## config.mk

```make
export PLATFORM = sky130hd
export DESIGN_NAME = vga_rect_fill
export DESIGN_NICKNAME = d
export VERILOG_FILES = /design/src/rtl/vga_pkg.sv /design/src/rtl/vga_rect_fill.sv
export SDC_FILE = /design/constraint.sdc
export NUM_CORES = 1
export LEC_CHECK = 0
export CAP_MARGIN = 40
export CELL_PAD_IN_SITES_DETAIL_PLACEMENT = 2
export CELL_PAD_IN_SITES_GLOBAL_PLACEMENT = 2
export CORE_MARGIN = 10
export CORE_UTILIZATION = 35
export CTS_CLUSTER_DIAMETER = 50
export DETAILED_ROUTE_END_ITERATION = 12
export PLACE_DENSITY = 0.82
export SLEW_MARGIN = 20
export SYNTH_ARGS = -nofsm -noshare
export SYNTH_HDL_FRONTEND = slang
export SYNTH_SLANG_ARGS = --single-unit
```

## constraint.sdc

```tcl
create_clock -name clk -period 7.3 [get_ports clk]
set_clock_uncertainty 0.1 [all_clocks]
set_input_delay 1.095 -clock clk [delete_from_list [all_inputs] [get_ports clk]]
set_output_delay 1.095 -clock clk [all_outputs]
set_load 0.02 [all_outputs]
```

## src/rtl/vga_pkg.sv

```systemverilog
// Shared framebuffer constants and types for the VGA device and its drawing engines.
package vga_pkg;

    localparam int unsigned FB_WIDTH         = 160;
    localparam int unsigned FB_HEIGHT        = 120;
    localparam int unsigned FB_PIXELS        = FB_WIDTH * FB_HEIGHT;
    localparam int unsigned FB_ADDRESS_WIDTH = $clog2(FB_PIXELS);
    localparam int unsigned FB_DATA_WIDTH    = 8;

    typedef logic [FB_ADDRESS_WIDTH-1:0] fb_addr_t;
    typedef logic [FB_DATA_WIDTH-1:0]    color_index_t;

    typedef struct packed {
        logic [7:0]   x;
        logic [7:0]   y;
        logic [7:0]   w;
        logic [7:0]   h;
        color_index_t color;
    } rect_cmd_t;

    typedef enum logic [1:0] {
        FILL_IDLE,
        FILL_SETUP,
        FILL_RUN,
        FILL_DONE
    } fill_state_t;

endpackage

```

## src/rtl/vga_rect_fill.sv

```systemverilog
// Rectangle-fill engine: clips a command to the framebuffer and streams one
// pixel write per unstalled cycle into the back-buffer write port.
module vga_rect_fill
    import vga_pkg::*;
(
    input  logic         clk,
    input  logic         rst,
    input  logic         cmd_valid,
    output logic         cmd_ready,
    input  logic [7:0]   cmd_x,
    input  logic [7:0]   cmd_y,
    input  logic [7:0]   cmd_w,
    input  logic [7:0]   cmd_h,
    input  color_index_t cmd_color,
    input  logic         fb_stall,
    output logic         fb_wren,
    output fb_addr_t     fb_address,
    output color_index_t fb_data,
    output logic         busy,
    output logic         done
);

    localparam logic [8:0] WIDTH9  = 9'(FB_WIDTH);
    localparam logic [8:0] HEIGHT9 = 9'(FB_HEIGHT);

    fill_state_t state, state_next;
    rect_cmd_t   cmd;
    logic [8:0]  xe, ye;
    logic [7:0]  cx, cy;
    fb_addr_t    row_base;

    logic [8:0] x_end, y_end;
    logic       empty, x_last, y_last;

    // 9-bit sums so x+w and y+h never wrap before clipping.
    assign x_end  = {1'b0, cmd.x} + {1'b0, cmd.w};
    assign y_end  = {1'b0, cmd.y} + {1'b0, cmd.h};
    assign empty  = (cmd.w == '0) || (cmd.h == '0) ||
                    ({1'b0, cmd.x} >= WIDTH9) || ({1'b0, cmd.y} >= HEIGHT9);
    assign x_last = ({1'b0, cx} + 9'd1) >= xe;
    assign y_last = ({1'b0, cy} + 9'd1) >= ye;

    assign fb_address = row_base + fb_addr_t'(cx);
    assign fb_data    = cmd.color;

    always_comb begin
        state_next = state;
        cmd_ready  = 1'b0;
        busy       = 1'b1;
        done       = 1'b0;
        fb_wren    = 1'b0;
        case (state)
            FILL_IDLE: begin
                cmd_ready = 1'b1;
                busy      = 1'b0;
                if (cmd_valid) state_next = FILL_SETUP;
            end
            FILL_SETUP: state_next = empty ? FILL_DONE : FILL_RUN;
            FILL_RUN: begin
                fb_wren = !fb_stall;
                if (!fb_stall && x_last && y_last) state_next = FILL_DONE;
            end
            FILL_DONE: begin
                done       = 1'b1;
                state_next = FILL_IDLE;
            end
            default: state_next = FILL_IDLE;
        endcase
    end

    always_ff @(posedge clk) begin
        if (rst) begin
            state    <= FILL_IDLE;
            cmd      <= '0;
            xe       <= '0;
            ye       <= '0;
            cx       <= '0;
            cy       <= '0;
            row_base <= '0;
        end else begin
            state <= state_next;
            case (state)
                FILL_IDLE: begin
                    if (cmd_valid) begin
                        cmd <= '{x: cmd_x, y: cmd_y, w: cmd_w, h: cmd_h, color: cmd_color};
                    end
                end
                FILL_SETUP: begin
                    xe       <= (x_end > WIDTH9)  ? WIDTH9  : x_end;
                    ye       <= (y_end > HEIGHT9) ? HEIGHT9 : y_end;
                    cx       <= cmd.x;
                    cy       <= cmd.y;
                    // y*160 as y*128 + y*32
                    row_base <= (fb_addr_t'(cmd.y) << 7) + (fb_addr_t'(cmd.y) << 5);
                end
                FILL_RUN: begin
                    if (fb_wren) begin
                        if (!x_last) begin
                            cx <= cx + 8'd1;
                        end else if (!y_last) begin
                            cx       <= cmd.x;
                            cy       <= cy + 8'd1;
                            row_base <= row_base + fb_addr_t'(FB_WIDTH);
                        end
                    end
                end
                default: ;
            endcase
        end
    end

endmodule

```

== Word-level counts from Yosys, hierarchy flattened ==
Index checks and enable logic that the tools add are counted.

* Flip-flop bits (word level): 91
* Input port bits: 44
* Word-level logic and storage cells: 71

* $add $sub $neg: 9
* Magnitude comparators: 6
* Eq/ne operators: 9
* Mux-type cells: 22
* Reductions and logical operators: 14

{| class="wikitable"
|+ Operators with widths
! cell !! count
|-
| 2-to-1 mux 8 bit || 6
|-
| 2-to-1 mux 15 bit || 3
|-
| case mux 8 bit (2 select lines) || 2
|-
| case mux 15 bit (2 select lines) || 1
|-
| adder 8 x 1 -> 9 bit, second input constant || 2
|-
| adder 8 x 8 -> 9 bit || 2
|-
| >= comparator 9 bit || 2
|-
| 2-to-1 mux 9 bit || 2
|-
| adder 8 x 1 -> 8 bit, second input constant || 2
|-
| zero test 8 bit || 2
|-
| adder 15 x 13 -> 15 bit || 1
|-
| adder 15 x 8 -> 15 bit || 1
|-
| adder 15 x 8 -> 15 bit, second input constant || 1
|-
| inequality test 2 bit, second input constant || 5
|-
| greater-than comparator 9 x 7 -> 1 bit, second input constant || 1
|-
| greater-than comparator 9 x 8 -> 1 bit, second input constant || 1
|-
| >= comparator 8 x 7 -> 1 bit, second input constant || 1
|-
| >= comparator 8 bit, second input constant || 1
|-
| case mux 2 bit (4 select lines) || 1
|-
| 2-to-1 mux 1 bit || 5
|-
| equality test 2 bit, second input constant || 2
|-
| 2-to-1 mux 2 bit || 2
|-
| AND reduction 2 bit || 2
|-
| AND reduction 4 bit || 1
|-
| 8 further kinds || 11
|}

== Logic depth before layout (Yosys ltp) ==
Gate-level depths: netlist (run 1).

* Depth in word-level cells: 6
* Depth in mapped cells: 14
* Depth with buffers taken out: 13

== Worst setup path after synthesis (run 1) ==
No wires, ideal clock.

* Path type: register -> register
* Start: register cx[0]
* End: register cx[1]
* Setup time: 128 ps
* Data arrival time: 2691 ps
* Data required time: 7072 ps
* Slack: 4381 ps
* Stages on the path, launching flop included: 15
* Path buffers: 1
* Clock period less this slack: 2919 ps
* Cell sequence: dfxtp_1 ha_1 nand3_1 inv_1 nand3_1 xnor2_1 ha_1 nand4_2 nor2_1 o2bb2ai_2 nor4_1 a211oi_2 buf_4 mux2i_1 nor2_1

* Longest elaborated chain between the ends: 5

{| class="wikitable"
|+ Ends and longest elaborated chain
! what !! line !! RTL
|-
| from (decl) || vga_rect_fill.sv:29 || <nowiki>logic [7:0] cx, cy;</nowiki>
|-
| from (signal assigned) || vga_rect_fill.sv:91 || <nowiki>cx <= cmd.x;</nowiki>
|-
| from (signal assigned) || vga_rect_fill.sv:99 || <nowiki>cx <= cx + 8'd1;</nowiki>
|-
| from (signal assigned) || vga_rect_fill.sv:101 || <nowiki>cx <= cmd.x;</nowiki>
|-
| adder 8 x 1 -> 9 bit || vga_rect_fill.sv:40 || <nowiki>assign x_last = ({1'b0, cx} + 9'd1) >= xe;</nowiki>
|-
| >= comparator 9 bit || vga_rect_fill.sv:40 ||
|-
| 2-to-1 mux 8 bit || vga_rect_fill.sv:98 || <nowiki>if (!x_last) begin</nowiki>
|-
| 2-to-1 mux 8 bit || vga_rect_fill.sv:97 || <nowiki>if (fb_wren) begin</nowiki>
|-
| case mux 8 bit (2 select lines) || vga_rect_fill.sv:82 || <nowiki>case (state)</nowiki>
|}

Parallel ways exist; a longest one is shown, timed or not. The select of a mux whose other input is x is not followed.
A chain may end at the register's enable or synchronous reset.

== Worst setup path after layout (run 1) ==
* Start: register state[0]
* End: output port fb_wren

* Longest elaborated chain between the ends: 2

{| class="wikitable"
|+ Ends and longest elaborated chain
! what !! line !! RTL
|-
| from (decl) || vga_rect_fill.sv:26 || <nowiki>fill_state_t state, state_next;</nowiki>
|-
| from (signal assigned) || vga_rect_fill.sv:81 || <nowiki>state <= state_next;</nowiki>
|-
| equality test 2 bit || vga_rect_fill.sv:52 || <nowiki>case (state)</nowiki>
|-
| 2-to-1 mux 1 bit || vga_rect_fill.sv:52 ||
|-
| to (decl) || vga_rect_fill.sv:16 || <nowiki>output logic fb_wren,</nowiki>
|}

No other way between the ends.

==> metrics.md, run 1 <==
| Metric | Value |
|---|---|
| Critical path's most frequent cell | `inv_1` |
| Number of gates resized after cts | `0` |
| Crit share post-route | `0.600` |
| Pin count of the biggest net entering global routing | `66` |
| WP data required | `between 6000 and 7000 ps` |
| Worst path top cell family by delay | `buffers and inverters` |
| CTS Buf Count | `9` |
| Yosys top cell by area | `dfxtp_1` |
| Clk root buf | `clkbuf_16` |
| Top cells by area, synth | `dfxtp_1 (32%), ha_1 (12%), nand2_1 (8.1%)` |
| Synth Cell Area | `between 0.005 and 0.006 sq mm` |
| RSZ-0062 raised after global routing | `false` |
| VDD IR-drop max | `0.130 mV` |
| Area taken by multi-input logic gates | `0.00332 sq mm` |
| Vias per cell | `5.47` |
| Chip height | `approximately 140 um` |
| Clk buf depth | `2` |
| Synthesis-to-finish area growth | `20.1%` |
| CTS sink cnt | `86` |
| Most common cell in the synthesized netlist | `nand2_1` |
| Postcts setup bufs | `0` |
| Critical Path Sink Type | `output port` |
| Nets | `approximately 820` |
| Hold Vio Cnt, Final | `0` |
| Synth cell count leaders | `nand2_1 (116), dfxtp_1 (86), a21oi_1 (85), ha_1 (50), nor2_1 (45)` |
| Power per Cell Area | `311 mW/mm^2` |
| Wire length per cell | `19.4 um` |
| Slew Limit Fails | `0` |
| Antenna Nets Post-Route | `0` |
| All-Layer GR Usage | `0.178` |
| Worst hold-check path type | `register to register` |
| Cell row count | `between 40 and 50` |
| Power share of the sequential group | `0.326` |
| Syn Nets | `782` |
| Design area | `between 0.006 and 0.007 sq mm` |
| Initial DRC count | `about 190` |
| Post-place instance area | `just over 0.006 sq mm` |
| H-tree levels | `3` |
| Worst-Margin Slew | `slightly above 800 ps` |
| Syn Area/Cell | `about 7.9 sq um` |
| Net Switching | `just over 800 uW` |
| Number of I/O pins | `a little over 70` |
| Setup CP Type | `register to output port` |
| Top FF cell, synth | `dfxtp_1` |
| Fin Setup TNS | `0 ps` |
| Max-cap viol count | `0` |
| First-pass GRT wire length | `roughly 30000 um` |
| Status | `completed` |
| Slew headroom | `0.457` |
| Vias in the first global route | `~5600` |
| Asr flop ratio synth | `0` |
| Worst EP arrival | `3180 ps` |
| Max incr delay on CP | `690 ps` |
| Placer Congestion | `0.826` |
| Unique cell type count in the Yosys netlist | `59` |
| Buffers & Inverters on Critical Path | `3` |
| Cts hold-fix bufs | `0` |
| Post-Route WL | `17800 um` |
| IO Port Bufs | `70` |
| Share of cells above drive strength 1 | `0.0505` |
| Initial Utilization | `0.356` |
| Clock share of power | `0.235` |
| Die area | `0.0208 sq mm` |
| Final setup vio count | `0` |
| DIE WIDTH | `144 um` |
| DP Cell Count | `904` |
| Synth Instances | `between 600 and 700` |
| CP max stage cell | `ha_1` |
| Post-DP HPWL | `about 14000 um` |
| CTS tree | `yes` |
| Combinational share of power | `0.439` |
| Total area of sequential cells | `0.00172 sq mm` |
| Share of the synthesized area in the top cell type | `0.319` |
| Antenna violations before repair | `0` |
| Flip-flop and latch count after synthesis | `86` |
| Fill cells | `approximately 1700` |
| Startpoint class of the critical path | `register` |
| Vias | `between 5000 and 6000` |
| Pleak | `approximately 2.5 nW` |
| CP Cell Sequence | `inv_1 -> ha_1 -> inv_1 -> nor2_1 -> clkdlybuf4s50_1` |
| Switching Fraction | `0.412` |
| Core Area | `0.0151 sq mm` |
| Min Clock Period, post-route | `4380 ps` |
| Clk_lat worst skew | `about 350 ps` |
| # DRC | `0` |
| Pint | `~1.2 mW` |
| Reg clk slew, reported paths | `about 70 ps` |
| F_max | `between 0.2 and 0.25 GHz` |
| Final Non-Filler Cells | `about 900` |
| Worst-path fanout max | `21` |
| Drt pass-1 iters | `4` |
| Synthesis Warnings | `0` |
| Post-synth EDFFs | `0` |
| Number of antenna diodes | `0` |
| Overflow after GRT | `0` |
| Register area share after synthesis | `0.319` |
-- logic make-up after synthesis --
family / Yosys count / synth area share
compound gates: 180 / 0.207
xor+xnor: 37 / 0.0601
fa+ha+maj: 53 / 0.127
buf+inv: 81 / 0.0652
flops: 86 / 0.319
mux: 13 / 0.0251
simple gates: 235 / 0.196
-- layout by cell type, fill, tap and decap left out, types with 2 or more instances in the layout --
cell type,instances
a211oi_1,13
nor2_1,45
a32o_1,3
a21oi_1,85
ha_1,50
o21ai_0,17
clkdlybuf4s50_1,69
clkbuf_16,9
nor4_1,5
dfxtp_1,86
a221oi_1,2
a211o_1,2
or2_2,3
o32ai_1,6
a31oi_1,3
xnor2_1,24
nand3b_1,3
o211ai_1,6
xor2_1,13
or2_1,2
o21ai_1,15
nand2_1,116
a41o_1,2
nand3_1,17
inv_1,35
or3_1,3
o31ai_1,6
mux2_2,3
o21a_1,2
and2_1,3
fa_1,3
o31a_1,2
o21bai_1,2
nor3_1,12
nor2b_1,7
clkbuf_8,5
buf_4,5
nand2b_1,12
a21o_1,4
mux2i_1,9
-- layer usage --
| metal | vias up | GRT usage | share of wire |
|---|---|---|---|
| met3 | 23 | 0.0400 | 0.054 |
| met1 | 2469 | 0.219 | 0.45 |
| met4 | 0 | 0.0559 | 0.016 |
| met5 | - | 0 | 0 |
| met2 | 80 | 0.302 | 0.48 |
| li1 | 2458 | - | - |
-- per-stage QoR --
| stage | util | setup slack [ps] | total power [mW] | hold slack, ps |
|---|---|---|---|---|
| 6_report | 0.428 | 2920 | 2.01 | 353 |
| 5_1_grt | 0.428 | 2720 | 2.17 | 383 |
| 4_1_cts | 0.428 | 2930 | 2.03 | 359 |
| 3_5_place_dp | 0.408 | 3290 | 1.55 | 349 |
| 3_3_place_gp | 0.405 | 3410 | 1.48 | 343 |
| 2_1_floorplan | - | 4380 | 1.25 | 325 |
-- path summary, 6_finish.rpt --
check                              from            endpoint  slack [ps]  cells past startpoint
setup / recovery  state[0]$_SDFFE_PP0P_             fb_wren        2920                      5
hold / removal       ye[8]$_SDFFE_PP0P_  ye[8]$_SDFFE_PP0P_         350                      2
setup reg to reg     cx[0]$_SDFFE_PP0P_  cx[0]$_SDFFE_PP0P_        3530                     13
hold reg to reg      ye[8]$_SDFFE_PP0P_  ye[8]$_SDFFE_PP0P_         350                      2
-- flip-flops by register name, summed over array words and instances (netlist names) --
register	count
state	2
fb_data	8
row_base	10
cmd	32
cy	8
cx	8
xe	9
ye	9
-- worst min-delay path, cell delays in order (launching register included) --
cell     delay, ps
dfxtp_1        300
inv_1           60
nor3_1          50
-- power by group through the flow --
stage	Sequential [mW]	Combinational [mW]	Clock, mW
2_1_floorplan	0.623	0.626	0
3_3_place_gp	0.657	0.819	0
3_5_place_dp	0.666	0.882	0
4_1_cts	0.656	0.896	0.483
5_1_grt	0.671	0.996	0.504
6_report	0.655	0.884	0.473
-- cell type report --
type,count,share of cell area
multi-input combinational,518,0.512
sequential,86,0.266
timing repair buffer,76,0.117
clock buffer,14,0.0454
tap,188,0.0363
inverter,36,0.0209
clock inverter,2,0.00193
No activity file was read; power rests on OpenSTA's default activity.
==> inputs of run 2 (changes only) <==
--- a/config.mk
+++ b/config.mk
@@ -9,10 +9,10 @@
 export CELL_PAD_IN_SITES_DETAIL_PLACEMENT = 2
 export CELL_PAD_IN_SITES_GLOBAL_PLACEMENT = 2
 export CORE_MARGIN = 10
-export CORE_UTILIZATION = 35
+export CORE_UTILIZATION = 30
 export CTS_CLUSTER_DIAMETER = 50
 export DETAILED_ROUTE_END_ITERATION = 12
-export PLACE_DENSITY = 0.82
+export PLACE_DENSITY = 0.75
 export SLEW_MARGIN = 20
 export SYNTH_ARGS = -nofsm -noshare
 export SYNTH_HDL_FRONTEND = slang
==> constraint.sdc (replaced) <==
create_clock -name clk -period 3.8 [get_ports clk]
set_clock_uncertainty 0.1 [all_clocks]
set_input_delay 0.57 -clock clk [delete_from_list [all_inputs] [get_ports clk]]
set_output_delay 0.57 -clock clk [all_outputs]
set_load 0.02 [all_outputs]
==> run 2 against run 1 <==
Effect of this change: core utilization shrank 5.2 points; routed wire length is 0.44% higher; clock power rose by 110%; via count down 0.60%; non-clock buffer count is 4 higher; sequential power rose by 92%; sequential share of layout area decreased by 0.37 points; cell count up 4.5%; final area up 1.4%; total power up 98%; first-iteration DRC count is 17% lower; register-to-register slack worse by 3300 ps; critical path type is now register to register.
==> metrics.md, run 2 (same netlist as run 1, synthesis figures left out) <==
| Metric | Value |
|---|---|
| Status | `completed (unchanged)` |
| Crit share post-route | `0.927` |
| Worst-path fanout max | `13 (was 21)` |
| Clock share of power | `0.250 (was 0.235)` |
| DP Cell Count | `945 (was 904)` |
| Final Non-Filler Cells | `961 (was 920)` |
| Die area | `0.0237 sq mm (was 0.0208 sq mm)` |
| Worst EP arrival | `3700 ps (was 3180 ps)` |
| Synthesis-to-finish area growth | `21.9% (was 20.1%)` |
| Power share of the sequential group | `0.316 (was 0.326)` |
| Commonest cells after routing, fill and taps aside | `nand2_1 (116), dfxtp_1 (86), a21oi_1 (85) (unchanged)` |
| Wire length per cell | `18.6 um (was 19.4 um)` |
| CTS Buf Count | `9 (unchanged)` |
| Worst hold-check path type | `register to register (unchanged)` |
| Slew Limit Fails | `0 (unchanged)` |
| All-Layer GR Usage | `0.153 (was 0.178)` |
| Number of antenna diodes | `0 (unchanged)` |
| Min Clock Period, post-route | `between 3000 and 4000 ps` |
| Post-Route WL | `17900 um (was 17800 um)` |
| Register-to-Register Path Depth | `13 (unchanged)` |
| H-tree levels | `3 (unchanged)` |
| Overflow after GRT | `0 (unchanged)` |
| Fill cells | `1969 (was 1709)` |
| Cell row count | `48 (was 45)` |
| Pleak | `2.53 nW (was 2.51 nW)` |
| Net Switching | `1.61 mW (was 829 uW)` |
| Clk root buf | `clkbuf_16 (unchanged)` |
| Pin count of the biggest net entering global routing | `43 (was 66)` |
| Switching Fraction | `0.405 (was 0.412)` |
| Largest registers | `cmd: 32 flops, row_base: 10 flops (unchanged)` |
| Top reg by flops | `cmd (unchanged)` |
| WP data required | `3970 ps (was 6110 ps)` |
| Worst path top cell family by delay | `simple AND/OR/NAND/NOR gates (was buffers and inverters)` |
| Hold Vio Cnt, Final | `0 (unchanged)` |
| CP Cell Sequence | `ha_1 -> nand3_1 -> inv_1 -> nand3_1 -> xnor2_1 -> ha_1 -> nand4_2 -> nor2_1 -> o2bb2ai_2 -> o2111ai_2 -> and2_4 -> or3_1 -> a21oi_1 (was inv_1 -> ha_1 -> inv_1 -> nor2_1 -> clkdlybuf4s50_1)` |
| Smallest hold slack | `349 ps (was 353 ps)` |
| VDD IR-drop max | `0.291 mV (was 0.130 mV)` |
| Number of gates resized after cts | `0 (unchanged)` |
| Buffers & Inverters on Critical Path | `1 (was 3)` |
| CTS sink cnt | `86 (unchanged)` |
| Worst-Margin Slew | `725 ps (was 815 ps)` |
| Number of I/O pins | `71 (unchanged)` |
| Drt pass-1 iters | `4 (unchanged)` |
| Cts hold-fix bufs | `0 (unchanged)` |
| Share of cells above drive strength 1 | `0.0584 (was 0.0505)` |
| Startpoint class of the critical path | `register (unchanged)` |
| Final worst slack | `277 ps (was 2920 ps)` |
| Post-place instance area | `0.00623 sq mm (was 0.00617 sq mm)` |
| Chip height | `154 um (was 144 um)` |
| Antenna Nets Post-Route | `0 (unchanged)` |
| Combinational share of power | `0.433 (was 0.439)` |
| Vias in the first global route | `5704 (was 5614)` |
| F_max | `around 0.28 GHz` |
| # DRC | `0 (unchanged)` |
| Max FFs per register | `32 (unchanged)` |
| Design area | `0.00657 sq mm (was 0.00648 sq mm)` |
| CP max stage cell | `dfxtp_1 (was ha_1)` |
| Critical Path Sink Type | `register (was output port)` |
| Vias per cell | `5.20 (was 5.47)` |
| Total Power | `3.98 mW (was 2.01 mW)` |
| Nets | `828 (was 824)` |
| Vias | `5000 (was 5030)` |
| Placer Congestion | `0.857 (was 0.826)` |
| First-pass GRT wire length | `30000 um (was 29700 um)` |
| Setup CP Type | `register to register (was register to output port)` |
| Pint | `2.37 mW (was 1.18 mW)` |
| CP Depth | `13 (was 5)` |
| Clk buf depth | `2 (unchanged)` |
| Worst Setup Slack post-DPL | `301 ps (was 3290 ps)` |
| Clk_lat worst skew | `350 ps (about the same)` |
| CTS tree | `yes (unchanged)` |
| Most common cell after layout, fill and taps aside | `nand2_1 (unchanged)` |
| Core Area | `0.0175 sq mm (was 0.0151 sq mm)` |
| DIE WIDTH | `154 um (was 144 um)` |
| Antenna violations before repair | `0 (unchanged)` |
| Initial DRC count | `156 (was 187)` |
| Power per Cell Area | `605 mW/mm^2 (was 311 mW/mm^2)` |
| Final setup vio count | `0 (unchanged)` |
| Hold path cells | `2 (unchanged)` |
| Initial Utilization | `0.309 (was 0.356)` |
| Post-DP HPWL | `13800 um (was 13700 um)` |
| Slew headroom | `0.515 (was 0.457)` |
| Reg clk slew, reported paths | `60 ps (was 70 ps)` |
| Max incr delay on CP | `430 ps (was 690 ps)` |
| Max-cap viol count | `0 (unchanged)` |
| Postcts setup bufs | `0 (unchanged)` |
| IO Port Bufs | `70 (unchanged)` |
## run 2: metrics by stage
stage	utilization	setup TNS [ps]
floorplan	-	0
global placement	0.356	0
detailed placement	0.356	0
CTS	0.376	0
global route	0.376	-5.74
finish	0.376	0
## run 2: final cells by class
cell class                      instances  area, sq um  area share
Clock buffer                           11          253      0.0385
Clock inverter                          5         81.3      0.0124
Inverter                               36          135      0.0206
Multi-Input combinational cell        518         3330       0.506
Sequential cell                        86         1720       0.262
Tap cell                              225          282      0.0428
Timing Repair Buffer                   80          771       0.117
## run 2: power by group through the flow
stage                     registers (mW)  clock network [mW]  logic, mW
final                               1.26               0.995       1.72
after CTS                           1.26                1.01       1.73
after floorplan                     1.20                   0       1.20
after detailed placement            1.28                   0       1.70
after global placement              1.27                   0       1.62
after global routing                1.29                1.06       1.95
## run 2: routing by layer
| layer | vias to the layer above | GRT usage | share of wire |
|---|---|---|---|
| met2 | 69 | 0.265 | 0.49 |
| met3 | 19 | 0.0321 | 0.034 |
| met4 | 0 | 0.0454 | 0.017 |
| met5 | - | 0 | 0 |
| met1 | 2450 | 0.184 | 0.45 |
| li1 | 2462 | - | - |
## run 2: worst reg2reg max path: cells and delay by family (launching register included)
family          cells  cell delay [ps]
simple gates        6             1370
compound gates      3              660
fa+ha+maj           2              600
flops               1              430
xor+xnor            1              180
buf+inv             1              110
## run 2: worst paths after layout
path                 startpoint                 end  slack, ps
min reg2reg  xe[2]$_SDFFE_PP0P_  xe[2]$_SDFFE_PP0P_        350
min          xe[2]$_SDFFE_PP0P_  xe[2]$_SDFFE_PP0P_        350
max reg2reg  cx[0]$_SDFFE_PP0P_  cy[7]$_SDFFE_PP0P_        280
max          cx[0]$_SDFFE_PP0P_  cy[7]$_SDFFE_PP0P_        280
